### config.mk
export PLATFORM = sky130hd
export DESIGN_NAME = gate_deadtime_flat
export DESIGN_NICKNAME = d
export VERILOG_FILES = /design/src/rtl/gate_deadtime_if.sv /design/src/rtl/gate_deadtime.sv /design/src/flat_wrapper.sv
export SDC_FILE = /design/constraint.sdc
export NUM_CORES = 1
export LEC_CHECK = 0
export BUFFER_PORTS_ARGS = -buffer_cell sky130_fd_sc_hd__buf_4
export CORE_MARGIN = 5
export CORE_UTILIZATION = 56
export CTS_BUF_LIST = sky130_fd_sc_hd__clkbuf_2 sky130_fd_sc_hd__clkbuf_4 sky130_fd_sc_hd__clkbuf_8
export DETAILED_ROUTE_END_ITERATION = 12
export HOLD_SLACK_MARGIN = 0.08
export PLACE_DENSITY = 0.78
export REMOVE_ABC_BUFFERS = 1
export SYNTH_ARGS = -nofsm -noshare
export SYNTH_HDL_FRONTEND = slang
export SYNTH_SLANG_ARGS = --single-unit
export TNS_END_PERCENT = 10
### constraint.sdc
create_clock -name clk -period 1.77 [get_ports clk]
set_input_delay 0.354 -clock clk [delete_from_list [all_inputs] [get_ports clk]]
set_output_delay 0.354 -clock clk [all_outputs]
set_load 0.02 [all_outputs]
### src/rtl/gate_deadtime_if.sv
// Gate-conditioning bus: raw switch commands and control in, conditioned drives and error status out.
interface gate_deadtime_if;
    logic       enable;
    logic       fault;
    logic [3:0] k_cmd;
    logic       err_clr;
    logic [3:0] k_out;
    logic [1:0] dead_act;
    logic       st_err;
    logic [7:0] err_cnt;

    modport master (
        output enable, fault, k_cmd, err_clr,
        input  k_out, dead_act, st_err, err_cnt
    );

    modport slave (
        input  enable, fault, k_cmd, err_clr,
        output k_out, dead_act, st_err, err_cnt
    );
endinterface

### src/rtl/gate_deadtime.sv
// Two-leg gate-drive conditioner: dead time, minimum on-pulse, shoot-through blocking,
// immediate all-off on fault/disable, and counting of illegal both-on command edges.
module gate_deadtime #(
    parameter int DT_CYC = 40,
    parameter int MIN_PW = 20,
    parameter int CNT_W  = 8
) (
    input logic          clk,
    input logic          rstn,
    gate_deadtime_if.slave bus
);

    typedef enum logic [1:0] {
        IDLE = 2'd0,
        DEAD = 2'd1,
        HI   = 2'd2,
        LO   = 2'd3
    } leg_state_t;

    localparam logic [CNT_W-1:0] DT_LOAD = CNT_W'(DT_CYC - 1);
    localparam logic [CNT_W-1:0] MIN_LIM = CNT_W'(MIN_PW);
    localparam logic [CNT_W-1:0] CNT_MAX = {CNT_W{1'b1}};

    logic            kill;
    logic [1:0][1:0] leg_drive;
    logic [1:0]      leg_dead;
    logic [1:0]      leg_event;
    logic            st_err;
    logic [7:0]      err_cnt;
    logic [8:0]      err_sum;

    assign kill = bus.fault | ~bus.enable;

    for (genvar g = 0; g < 2; g++) begin : g_leg
        leg_state_t       state;
        leg_state_t       state_nxt;
        logic [CNT_W-1:0] dt_cnt;
        logic [CNT_W-1:0] dt_nxt;
        logic [CNT_W-1:0] on_cnt;
        logic [CNT_W-1:0] on_nxt;
        logic [1:0]       pair;
        logic             want_up;
        logic             want_dn;
        logic             illegal;
        logic             ill_prev;
        logic [1:0]       drive;
        logic             dead;

        // pair is {lower, upper}; 11 decodes to neither target, so the leg treats it as OFF
        assign pair    = bus.k_cmd[2*g +: 2];
        assign want_up = (pair == 2'b01);
        assign want_dn = (pair == 2'b10);
        assign illegal = &pair;

        always_ff @(posedge clk or negedge rstn) begin
            if (!rstn) begin
                state    <= IDLE;
                dt_cnt   <= '0;
                on_cnt   <= '0;
                ill_prev <= 1'b0;
            end else begin
                state    <= state_nxt;
                dt_cnt   <= dt_nxt;
                on_cnt   <= on_nxt;
                ill_prev <= illegal;
            end
        end

        // DEAD never restarts on a target change; the target is only re-sampled as dt_cnt expires
        always_comb begin
            state_nxt = state;
            dt_nxt    = dt_cnt;
            on_nxt    = on_cnt;
            if (kill) begin
                state_nxt = IDLE;
                dt_nxt    = '0;
                on_nxt    = '0;
            end else begin
                case (state)
                    IDLE: begin
                        if (want_up || want_dn) begin
                            state_nxt = DEAD;
                            dt_nxt    = DT_LOAD;
                        end
                    end
                    DEAD: begin
                        if (dt_cnt == '0) begin
                            on_nxt = '0;
                            if (want_up) begin
                                state_nxt = HI;
                            end else if (want_dn) begin
                                state_nxt = LO;
                            end else begin
                                state_nxt = IDLE;
                            end
                        end else begin
                            dt_nxt = dt_cnt - CNT_W'(1);
                        end
                    end
                    HI: begin
                        if (!want_up && (on_cnt >= MIN_LIM)) begin
                            state_nxt = DEAD;
                            dt_nxt    = DT_LOAD;
                            on_nxt    = '0;
                        end else if (on_cnt != CNT_MAX) begin
                            on_nxt = on_cnt + CNT_W'(1);
                        end
                    end
                    LO: begin
                        if (!want_dn && (on_cnt >= MIN_LIM)) begin
                            state_nxt = DEAD;
                            dt_nxt    = DT_LOAD;
                            on_nxt    = '0;
                        end else if (on_cnt != CNT_MAX) begin
                            on_nxt = on_cnt + CNT_W'(1);
                        end
                    end
                    default: begin
                        state_nxt = IDLE;
                        dt_nxt    = '0;
                        on_nxt    = '0;
                    end
                endcase
            end
        end

        // Drives decode only the registered state, so one leg can never have both switches on
        always_comb begin
            drive = 2'b00;
            dead  = 1'b0;
            case (state)
                HI:      drive = 2'b01;
                LO:      drive = 2'b10;
                DEAD:    dead  = 1'b1;
                default: begin
                    drive = 2'b00;
                    dead  = 1'b0;
                end
            endcase
        end

        assign leg_drive[g] = drive;
        assign leg_dead[g]  = dead;
        assign leg_event[g] = illegal & ~ill_prev;
    end

    assign err_sum = {1'b0, err_cnt} + {8'd0, leg_event[0]} + {8'd0, leg_event[1]};

    // A clear in the same cycle as a new illegal edge wins and that edge is dropped
    always_ff @(posedge clk or negedge rstn) begin
        if (!rstn) begin
            st_err  <= 1'b0;
            err_cnt <= '0;
        end else if (bus.err_clr) begin
            st_err  <= 1'b0;
            err_cnt <= '0;
        end else if (|leg_event) begin
            st_err  <= 1'b1;
            err_cnt <= err_sum[8] ? 8'hFF : err_sum[7:0];
        end
    end

    assign bus.k_out    = {leg_drive[1], leg_drive[0]};
    assign bus.dead_act = leg_dead;
    assign bus.st_err   = st_err;
    assign bus.err_cnt  = err_cnt;

endmodule

### src/flat_wrapper.sv
// flat-port wrapper written by rule: the top's interface ports become plain ports
module gate_deadtime_flat 
#(
    parameter int DT_CYC = 40,
    parameter int MIN_PW = 20,
    parameter int CNT_W  = 8
)
  (clk, rstn, bus_enable, bus_fault, bus_k_cmd, bus_err_clr, bus_k_out, bus_dead_act, bus_st_err, bus_err_cnt);
  gate_deadtime_if bus_i ();
  input logic clk;
  input logic rstn;
  input wire logic [$bits(bus_i.enable)-1:0] bus_enable;
  input wire logic [$bits(bus_i.fault)-1:0] bus_fault;
  input wire logic [$bits(bus_i.k_cmd)-1:0] bus_k_cmd;
  input wire logic [$bits(bus_i.err_clr)-1:0] bus_err_clr;
  output wire logic [$bits(bus_i.k_out)-1:0] bus_k_out;
  output wire logic [$bits(bus_i.dead_act)-1:0] bus_dead_act;
  output wire logic [$bits(bus_i.st_err)-1:0] bus_st_err;
  output wire logic [$bits(bus_i.err_cnt)-1:0] bus_err_cnt;
  assign bus_i.enable = bus_enable;
  assign bus_i.fault = bus_fault;
  assign bus_i.k_cmd = bus_k_cmd;
  assign bus_i.err_clr = bus_err_clr;
  assign bus_k_out = bus_i.k_out;
  assign bus_dead_act = bus_i.dead_act;
  assign bus_st_err = bus_i.st_err;
  assign bus_err_cnt = bus_i.err_cnt;
  gate_deadtime #(.DT_CYC(DT_CYC), .MIN_PW(MIN_PW), .CNT_W(CNT_W)) u_core (.clk(clk), .rstn(rstn), .bus(bus_i));
endmodule
==> metrics.yaml <==
run_status:
  outcome: "complete, but fails checks"
  violations: "negative setup slack"
global_routing:
  grt_pass1_vias: 2550
  grt_pass1_wl_um: 11500
  grt_use_total: 0.221
  grt_max_degree: 48
  gr-total-overflow: 0
  antenna_found_initial: 0
critical_path:
  slowest_delay_ns: 0.44
  crit_chain: "ha_2 -> or2_4 -> a31oi_4 -> a21oi_2 -> nor2_2 -> mux2_1"
  startpoint_type: "flip-flop"
  cpLargestDelayFamily: "flip-flops"
  end_kind: "flip-flop"
  worst-path-buf-inv: 0
  rrSetupSlack_ns: -0.05
  crit_path_top_delay_cell: "dfrtp_1"
  required_ns: 1.96
  crit_type: "reg -> reg"
  critPathArrivalTime_ns: 2.01
  crit_fanout: 4
final_layout:
  area_growth_pct: 27.8
  stdcell_count: 462
  num-fill-cells: 393
  n_antenna_cell: 0
  final_layout_size_suffix_gt1_frac: 0.291
  nets: 420
synth:
  synthXorXnorAreaFrac: 0.0122
  async_reset_ff_frac: 1.00
  synth_area_um2: 2880
  muxShareOfSynthArea: 0.0187
  synth_area_leaders: "dfrtp_1 (41%), ha_1 (7.8%), a21oi_1 (5.2%), nor2_1 (4.4%), o21ai_0 (3.3%)"
  synth_flop_cell: "dfrtp_1"
  synthAdderAreaFrac: 0.0852
  synth-seq-cells: 47
  synth_simple_gate_area_frac: 0.230
  yosysMostFrequentCell: "dfrtp_1"
  ys_types: 55
  synthTopCellsByCount: "dfrtp_1 (47), nor2_1 (34), a21oi_1 (30)"
  synth_top_area_share: 0.409
  yosysSeqAreaShare: 0.409
  synth_compound_area_frac: 0.198
  synth-edff-count: 0
  avgSynthCellArea_um2: 8.91
  yosysTopAreaCell: "dfrtp_1"
  syn_inst: 323
  yosysWarnings: 0
  synth_top_family_by_area: "simple AND/OR/NAND/NOR gates"
detailed_routing:
  drt_iter0_markers: 168
  wl_per_cell_um: 15.4
  drt-total-wl_um: 7130
  avgViaCountPerCell: 5.76
  firstDrtPassIters: 4
  postRouteAntennaNets: 0
  drc: 0
  dr_total_vias: 2662
job:
  max-cap-violations: 0
clocking:
  clkSinkCount: 47
  cts_root_buffer: "clkbuf_8"
  tritoncts: "built"
  cts_buffers: 5
  clk_pin_slew_ns: 0.09
  insertion_delay_ns: 0.30
  cts_buffer_depth: 2
  h-tree-depth: 2
sta:
  maxSlewViolCount: 0
  holdWs_ns: 0.273
  hold_viol: 0
  final.setup.worst_slack_ns: -0.0456
  rsz0062_at_grt: "true"
  finalCriticalPeriod_ns: 1.82
  clock.fmax_mhz: 551
  fin_skew_ns: 0.00485
  setup_viol: 8
  finalCritPeriodShare: 1.03
  worst_pin_slew_ns: 0.611
  relSlewSlack: 0.593
power:
  total_power_mw: 2.47
  combinationalPowerShare: 0.261
  power.switching_mw: 0.750
  p_sw_frac: 0.304
  power_density_nw_per_um2: 671
  p_int_mw: 1.72
  clockPowerShare: 0.273
  irDropWorstVdd_mv: 0.429
  p_seq_frac: 0.467
  leakage_nw: 1.72
floorplan:
  row_count: 26
  io_pins: 24
  core_area_um2: 5040
  die_h_um: 81.7
  start_util: 0.571
  die_area_um2: 6670
  die_w_um: 81.7
placement:
  port_buffers: 23
  gp_congestion: 0.853
  post-place-cells: 451
  place_hpwl_um: 5000
worst_hold_path:
  hp-class: "in -> reg"
## cell type report
class	count	area, um2	share of cell area
Sequential cell	47	1180	0.320
Multi-Input combinational cell	243	1690	0.460
Timing Repair Buffer	72	551	0.150
Tap cell	70	87.6	0.0238
Inverter	23	86.3	0.0235
Clock buffer	6	82.6	0.0224
Clock inverter	1	5.00	0.00136
## what timing repair did
item	CTS	global route
hold buffers	1	0
endpoints found under the hold margin	47	0
gates resized for setup	16	22
pin swaps	7	5
setup endpoints to repair	24	38
buffers inserted	0	3
## registers in the layout, indices dropped and copies added, names as in the netlist
signal	flops
u_core.g_leg.on_cnt	16
u_core.g_leg.dt_cnt	16
u_core.g_leg.ill_prev	2
u_core.bus.err_cnt	8
u_core.bus.st_err	1
u_core.g_leg.state	4
## logic make-up after synthesis
family                     Yosys count
and+or+nand+nor                    124
muxes                                5
DFF                                 47
buffers and inverters               33
adders and majority gates           19
AOI/OAI and AO/OA                   91
xor gates and xnor gates             4
## power by group through the flow
stage | Combinational, mW | Sequential (mW) | Clock [mW]
after global placement | 0.571 | 1.17 | 0
final | 0.644 | 1.15 | 0.673
after floorplan | 0.310 | 1.18 | 0
after detailed placement | 0.588 | 1.17 | 0
after CTS | 0.614 | 1.15 | 0.681
after global routing | 0.703 | 1.16 | 0.727
## stage by stage
step | area, um2 | utilization | TNS [ns] | setup WS [ns]
after floorplan | 2830 | - | -2.97 | -0.414
after global placement | 3430 | 0.679 | -0.986 | -0.151
after detailed placement | 3430 | 0.679 | -2.19 | -0.233
after CTS | 3600 | 0.713 | -0.0537 | -0.0153
after global routing | 3680 | 0.730 | -1.29 | -0.113
final | 3680 | 0.730 | -0.154 | -0.0456
## routing by layer
metal / global-route usage / routed length (um)
met4: 0.0930 / 106
met5: 0 / 0
met3: 0.0373 / 257
met2: 0.388 / 3730
met1: 0.267 / 3030
## placed cells by master (no fill, tap or decap), types with 4 or more instances in the layout
master,netlist,layout
o31ai_1,6,6
nand2b_1,6,5
nor2_1,34,31
nand3_1,11,11
a31oi_1,9,8
nor2b_1,4,4
xnor2_1,4,4
nor3_2,1,5
nand4_1,8,8
a211oi_1,4,4
o21ai_0,19,12
buf_4,2,69
a21oi_1,30,28
nor3_1,13,8
o21ai_1,1,7
ha_1,18,15
dfrtp_1,47,47
inv_1,23,22
clkbuf_8,0,6
nand2_1,20,19
## worst reg2reg max path, stage by stage, from the launching register on
cell	delay (ns)
dfrtp_1	0.44
ha_2	0.22
or2_4	0.26
a31oi_4	0.20
a21oi_2	0.10
nor2_2	0.17
mux2_1	0.33
## path summary, 6_finish.rpt
kind	startpoint	end	cells past startpoint
max in group asynchronous	rstn	u_core.g_leg[1].on_cnt[6]	2
max	u_core.g_leg[1].state[1]	u_core.g_leg[1].dt_cnt[1]	6
min	bus_err_clr	u_core.bus.err_cnt[0]	2
min in group asynchronous	rstn	u_core.g_leg[0].on_cnt[0]	2
max reg2reg	u_core.g_leg[1].state[1]	u_core.g_leg[1].dt_cnt[1]	6
min reg2reg	u_core.g_leg[0].dt_cnt[7]	u_core.g_leg[0].dt_cnt[7]	1
Note: power is estimated with default switching activity, not from simulation.
